--- config.mk ---
export PLATFORM = sky130hd
export DESIGN_NAME = bfp_scale_ctrl
export DESIGN_NICKNAME = d
export VERILOG_FILES = /design/src/rtl/bfp_pkg.sv /design/src/rtl/min_detect_16in.sv /design/src/rtl/bfp_scale_ctrl.sv
export SDC_FILE = /design/constraint.sdc
export NUM_CORES = 1
export LEC_CHECK = 0
export CELL_PAD_IN_SITES_DETAIL_PLACEMENT = 1
export CELL_PAD_IN_SITES_GLOBAL_PLACEMENT = 2
export CORE_AREA = 8 8 151 153
export DETAILED_ROUTE_END_ITERATION = 12
export DIE_AREA = 0 0 159 161
export PLACE_DENSITY_LB_ADDON = 0.3
export SLEW_MARGIN = 20
export SYNTH_ARGS = -nofsm -noshare
export SYNTH_HDL_FRONTEND = slang
export SYNTH_SLANG_ARGS = --single-unit
--- constraint.sdc ---
create_clock -name clk -period 3.45 [get_ports clk]
set_clock_uncertainty 0.2 [all_clocks]
set_input_delay 1.035 -clock clk [delete_from_list [all_inputs] [get_ports clk]]
set_output_delay 1.035 -clock clk [all_outputs]
set_load 0.005 [all_outputs]
--- src/rtl/bfp_pkg.sv ---
// bfp_pkg: shared types and helpers for the block-floating-point scale controller.
//   LZC_WIDTH   - default width of one leading-zero count / shift value
//   lzc_t       - one leading-zero count
//   bfp_state_e - frame sequencing states
//   sat_sub     - subtraction clamped at zero
package bfp_pkg;

    localparam int LZC_WIDTH = 5;

    typedef logic [LZC_WIDTH-1:0] lzc_t;

    typedef enum logic [1:0] {
        IDLE  = 2'd0,
        ACCUM = 2'd1,
        DRAIN = 2'd2,
        HOLD  = 2'd3
    } bfp_state_e;

    // a - b, clamped at zero instead of wrapping.
    function automatic int unsigned sat_sub(input int unsigned a, input int unsigned b);
        return (a > b) ? (a - b) : 32'd0;
    endfunction

endpackage

--- src/rtl/min_detect_16in.sv ---
// min_detect_16in: registered minimum of 16 unsigned lanes.
//   clk, rstn - clock, asynchronous active-low reset
//   en        - capture the minimum of min_in this cycle
//   min_in    - 16 lane values
//   min_out   - minimum captured on the last enabled cycle (valid one cycle after en)
module min_detect_16in #(
    parameter int W = 5
) (
    input  logic         clk,
    input  logic         rstn,
    input  logic         en,
    input  logic [W-1:0] min_in [16],
    output logic [W-1:0] min_out
);

    logic [W-1:0] min_comb;
    logic [W-1:0] min_q;

    always_comb begin
        min_comb = min_in[0];
        for (int i = 1; i < 16; i++) begin
            if (min_in[i] < min_comb) begin
                min_comb = min_in[i];
            end
        end
    end

    always_ff @(posedge clk or negedge rstn) begin
        if (!rstn) begin
            min_q <= '0;
        end else if (en) begin
            min_q <= min_comb;
        end
    end

    assign min_out = min_q;

endmodule

--- src/rtl/bfp_scale_ctrl.sv ---
// bfp_scale_ctrl: block-floating-point scale controller.
// Folds per-beat lane minima of leading-zero counts into a frame minimum,
// issues one normalisation shift per frame through a valid/ready handshake
// and accumulates a saturating block exponent across stages.
//   clk, rstn            - clock, asynchronous active-low reset
//   in_valid/in_ready    - beat handshake; in_lzc = 16 lane counts, in_last = frame end
//   scale_valid/ready    - shift result handshake
//   scale_shift          - min(max(frame_min - GUARD_BITS, 0), MAX_SHIFT)
//   frame_min, frame_err - raw frame minimum and frame length mismatch flag
//   blk_exp, exp_clr     - accumulated exponent and its synchronous clear
import bfp_pkg::*;

module bfp_scale_ctrl #(
    parameter int          LZC_WIDTH   = 5,
    parameter int          FRAME_BEATS = 32,
    parameter int unsigned GUARD_BITS  = 1,
    parameter int unsigned MAX_SHIFT   = 15,
    parameter int          EXP_WIDTH   = 8
) (
    input  logic                 clk,
    input  logic                 rstn,
    input  logic                 in_valid,
    output logic                 in_ready,
    input  logic [LZC_WIDTH-1:0] in_lzc [16],
    input  logic                 in_last,
    output logic                 scale_valid,
    input  logic                 scale_ready,
    output logic [LZC_WIDTH-1:0] scale_shift,
    output logic [LZC_WIDTH-1:0] frame_min,
    output logic                 frame_err,
    output logic [EXP_WIDTH-1:0] blk_exp,
    input  logic                 exp_clr
);

    bfp_state_e           state_q, state_d;
    logic [8:0]           beat_cnt_q, beat_cnt_d;
    logic [8:0]           beat_num;
    logic                 d_valid_q, d_first_q;
    logic [LZC_WIDTH-1:0] det_min;
    logic [LZC_WIDTH-1:0] run_min_q, run_min_d;
    logic                 err_pend_q;
    logic [LZC_WIDTH-1:0] scale_shift_q, scale_shift_d;
    logic [LZC_WIDTH-1:0] frame_min_q;
    logic                 frame_err_q;
    logic [EXP_WIDTH-1:0] blk_exp_q, blk_exp_d;
    logic                 accept, at_limit, end_beat, handshake;
    logic [EXP_WIDTH:0]   exp_sum;
    int unsigned          shift_raw;

    assign in_ready  = (state_q == IDLE) || (state_q == ACCUM);
    assign accept    = in_valid && in_ready;
    assign handshake = (state_q == HOLD) && scale_ready;

    // Number this beat would carry if accepted now.
    assign beat_num = (state_q == IDLE) ? 9'd1 : beat_cnt_q + 9'd1;
    assign at_limit = (beat_num == 9'(FRAME_BEATS));
    assign end_beat = accept && (in_last || at_limit);

    min_detect_16in #(.W(LZC_WIDTH)) u_min_detect (
        .clk     (clk),
        .rstn    (rstn),
        .en      (accept),
        .min_in  (in_lzc),
        .min_out (det_min)
    );

    always_comb begin
        state_d    = state_q;
        beat_cnt_d = beat_cnt_q;
        case (state_q)
            // A one-beat frame (in_last on beat 1) goes straight to DRAIN.
            IDLE: if (accept) begin
                beat_cnt_d = beat_num;
                state_d    = end_beat ? DRAIN : ACCUM;
            end
            ACCUM: if (accept) begin
                beat_cnt_d = beat_num;
                if (end_beat) state_d = DRAIN;
            end
            DRAIN: state_d = HOLD;
            HOLD: if (scale_ready) begin
                state_d    = IDLE;
                beat_cnt_d = '0;
            end
            default: state_d = IDLE;
        endcase
    end

    // Fold the detector output; in DRAIN this already includes the final beat.
    always_comb begin
        run_min_d = run_min_q;
        if (d_valid_q) begin
            if (d_first_q || (det_min < run_min_q)) begin
                run_min_d = det_min;
            end
        end
    end

    always_comb begin
        shift_raw     = sat_sub(32'(run_min_d), GUARD_BITS);
        scale_shift_d = (shift_raw > MAX_SHIFT) ? LZC_WIDTH'(MAX_SHIFT) : LZC_WIDTH'(shift_raw);
    end

    always_comb begin
        exp_sum   = {1'b0, blk_exp_q} + (EXP_WIDTH+1)'(scale_shift_q);
        blk_exp_d = blk_exp_q;
        if (exp_clr && handshake) begin
            blk_exp_d = EXP_WIDTH'(scale_shift_q);
        end else if (exp_clr) begin
            blk_exp_d = '0;
        end else if (handshake) begin
            blk_exp_d = exp_sum[EXP_WIDTH] ? '1 : exp_sum[EXP_WIDTH-1:0];
        end
    end

    always_ff @(posedge clk or negedge rstn) begin
        if (!rstn) begin
            state_q       <= IDLE;
            beat_cnt_q    <= '0;
            d_valid_q     <= 1'b0;
            d_first_q     <= 1'b0;
            run_min_q     <= '0;
            err_pend_q    <= 1'b0;
            scale_shift_q <= '0;
            frame_min_q   <= '0;
            frame_err_q   <= 1'b0;
            blk_exp_q     <= '0;
        end else begin
            state_q    <= state_d;
            beat_cnt_q <= beat_cnt_d;
            d_valid_q  <= accept;
            d_first_q  <= accept && (state_q == IDLE);
            run_min_q  <= run_min_d;
            blk_exp_q  <= blk_exp_d;
            // Length mismatch: in_last early, or the limit reached without in_last.
            if (end_beat) begin
                err_pend_q <= in_last ^ at_limit;
            end
            if (state_q == DRAIN) begin
                frame_min_q   <= run_min_d;
                scale_shift_q <= scale_shift_d;
                frame_err_q   <= err_pend_q;
            end
        end
    end

    assign scale_valid = (state_q == HOLD);
    assign scale_shift = scale_shift_q;
    assign frame_min   = frame_min_q;
    assign frame_err   = frame_err_q;
    assign blk_exp     = blk_exp_q;

endmodule

==> results of run 1 <==
## layer usage
layer	global-route usage	wire, microns	vias to the layer above
met4	0.0326	471	0
met5	0	0	-
li1	-	-	3984
met1	0.228	11400	3945
met3	0.0181	573	40
met2	0.365	13900	126
## cell families (layout without fill, tap and decap cells)
kind of cell	count (synthesis)	in the layout	share of synthesized area
AOI/OAI and AO/OA	310	311	0.374
xor gates and xnor gates	5	5	0.00708
adders and majority gates	48	48	0.0960
buffers and inverters	88	534	0.0549
DFF	43	43	0.174
muxes	46	46	0.0802
and+or+nand+nor	273	273	0.214
## critical path, delay by kind of cell
family                     cells  cell delay [ns]
AOI/OAI and AO/OA             39             6.18
and+or+nand+nor               33             4.63
adders and majority gates     15             3.87
muxes                          9             2.26
buffers and inverters         13             0.91
## stage by stage
stage | hold slack, ns | cell area [sq um] | util | setup slack [ns] | TNS [ns]
floorplan | 0.261 | 6450 | - | -15.87 | -79.23
global placement | 0.287 | 9930 | 0.483 | -15.66 | -78.11
detailed placement | 0.299 | 9930 | 0.483 | -16.48 | -82.20
CTS | 0.314 | 10600 | 0.516 | -15.42 | -76.83
global route | 0.332 | 11000 | 0.535 | -16.39 | -81.61
finish | 0.313 | 11000 | 0.535 | -15.52 | -77.35
## worst max path at each step
stage	startpoint	end	slack, ns	cells past startpoint
after detailed placement	in_lzc[77]	u_min_detect.min_out[2]$_DFFE_PN0P_	-16.48	111
after global routing	in_lzc[77]	u_min_detect.min_out[3]$_DFFE_PN0P_	-16.39	109
final	in_lzc[77]	u_min_detect.min_out[3]$_DFFE_PN0P_	-15.52	109
after CTS	in_lzc[77]	u_min_detect.min_out[4]$_DFFE_PN0P_	-15.42	111
after global placement	in_lzc[77]	u_min_detect.min_out[1]$_DFFE_PN0P_	-15.66	111
after floorplan	in_lzc[77]	u_min_detect.min_out[1]$_DFFE_PN0P_	-15.87	110
## cell usage in the layout, fill, tap and decap left out, types with 7 or more instances in the layout
master | Yosys | layout
and3_1 | 9 | 8
inv_1 | 72 | 61
nand2_2 | 0 | 10
or3_1 | 8 | 7
dfrtp_1 | 43 | 43
a211o_1 | 8 | 8
nand3_1 | 14 | 13
or2_2 | 8 | 8
nor2_1 | 74 | 68
nand2b_1 | 9 | 8
buf_4 | 0 | 343
a21oi_1 | 49 | 44
ha_4 | 0 | 19
inv_2 | 0 | 8
o21ai_1 | 7 | 7
nor3_1 | 24 | 23
o22ai_1 | 16 | 15
mux2i_1 | 27 | 17
o211ai_1 | 14 | 14
mux2_2 | 15 | 12
o21ai_2 | 3 | 14
a31oi_1 | 14 | 12
a21o_1 | 9 | 8
nor2b_1 | 14 | 12
clkdlybuf4s50_1 | 0 | 95
o21ai_0 | 74 | 59
ha_1 | 41 | 21
nand2_1 | 77 | 66
and2_1 | 10 | 8
## cell usage after synthesis, types with 9 or more instances
cell type / count / area share
nand2_1: 77 / 0.047
nand3_1: 14 / 0.011
a21o_1: 9 / 0.011
nor3_1: 24 / 0.019
dfrtp_1: 43 / 0.17
inv_1: 72 / 0.044
o22ai_1: 16 / 0.016
nand2b_1: 9 / 0.0091
clkbuf_1: 9 / 0.0055
ha_1: 41 / 0.083
a31oi_1: 14 / 0.014
o21ai_0: 74 / 0.060
nor2b_1: 14 / 0.014
and2_1: 10 / 0.010
and3_1: 9 / 0.0091
o211ai_1: 14 / 0.017
mux2_2: 15 / 0.027
nor2_1: 74 / 0.045
a21oi_1: 49 / 0.040
mux2i_1: 27 / 0.044
## repair_timing
action | 4_1_cts | 5_1_grt
setup buffers | 40 | 23
endpoints found under the setup margin | 9 | 7
cloned | 1 | 0
pin swaps | 74 | 64
resized for setup | 66 | 58
## cell type report
| type | count | area share |
|---|---|---|
| clock buffer | 6 | 0.0117 |
| clock inverter | 2 | 0.00114 |
| inverter | 74 | 0.0269 |
| multi-input combinational | 683 | 0.499 |
| sequential | 43 | 0.0979 |
| tap | 275 | 0.0313 |
| timing repair buffer | 452 | 0.332 |
## flip-flops by register name, summed over array words and instances, names as in the netlist
register and flops:
blk_exp 8, scale_shift 5, err_pend_q 1, beat_cnt_q 9, run_min_q 5, frame_err 1, u_min_detect.min_out 5, state_q 2
frame_min 5, d_valid_q 1, d_first_q 1
==> qor.csv, run 1 <==
metric,value,unit
status,"finished, violations left",
violations,negative setup slack,
drc,0,
fill_cells,2513,
synth-seq-cells,43,
min_path_cells,1,
ys_seq_area_frac,0.174,
setup_slack,-15.52,ns
cts.hold.buffers_added,0,
yosysUniqueCellTypes,98,
drive_above_1_share,0.418,
fin_crit_sh,5.50,
hold_end,frame_err$_DFFE_PN0P_,
cp_max_fo,8,
synth.net_count,941,
clockBufferDepth,2,
synth_area,6180,sq um
cts.clk_slew.worst_paths,0.06,ns
finalNetCount,1387,
htree_levels,2,
r2r-start,u_min_detect.min_out[1]$_DFFE_PN0P_,
relSlewSlack,0.480,
crit_arrival,18.94,ns
groute.usage.overall,0.190,
cp-end-kind,register,
viasPerCell,5.27,
tightest_slew,0.760,ns
root_buffer,clkbuf_16,
grt_start_max_net_pins,22,
placement.io_buffers,106,
hold_viol_final,0,
numCtsBuffers,5,
start_util,0.301,
core_area,20600,sq um
layout.cells.non_filler,1535,
maxSlewViolCount,0,
ant_nets,0,
syn_inst,813,
ff2ff_setup_slack,0.25,ns
ios,107,
worstSkewPairLatency,0.28,ns
worstHoldStart,err_pend_q$_DFFE_PN0P_,
reg2reg_depth,14,
dp.final_hpwl,19.8,mm
cp_common_cell,ha_4,
cts_tree,done,
grt_pass1_vias,8765,
antenna_cells,0,
r2r_end,scale_shift[1]$_DFFE_PN0P_,
register_area,1080,sq um
wl_per_cell,17.2,microns
async_reset_ff_frac,1.00,
die_x,159,microns
crit_path_max_incr_delay,0.55,ns
setup_viol,5,
critPathKind,primary input to register,
fmax,0.0527,GHz
die_h,161,microns
overflow,0,
max_cap_viol_count,0,
slowest_stage,or4_4,
cp.required,3.42,ns
synthFlopType,dfrtp_1,
drt_iter0_drc,262,
num_rows,53,
die-area,25600,sq um
finalWirelength,26.4,mm
clock_sinks,43,
period_minus_slack,18.97,ns
routabilityCongestion,0.855,
vias,8095,
synth_warnings,0,
multi_input_area,5490,sq um
antenna_found_initial,0,
synth_edf_count,0,
grt_first_pass_wirelength,42.3,mm
dpl.cell_count,1465,
avgSynthCellArea,7.60,sq um
rsz0062_at_grt,yes,
first_pass_iters,4,
hold_class,register to register,
areaGrowthSynthToFinish,77.8,%
critPathLaunchType,primary input,
Power of run 1 is left out: the tool's default activity adds up to more than one toggle a clock period on the data nets, which glitch-free logic cannot reach.
==> inputs of run 2 (changes only) <==
- HOLD_SLACK_MARGIN: unset -> 0.05
- SKIP_LAST_GASP: unset -> 1
==> results of run 2 <==
Same layout as run 1: the final DEF is identical, and so are final timing and power.
Power of run 2 is left out for the same reason.
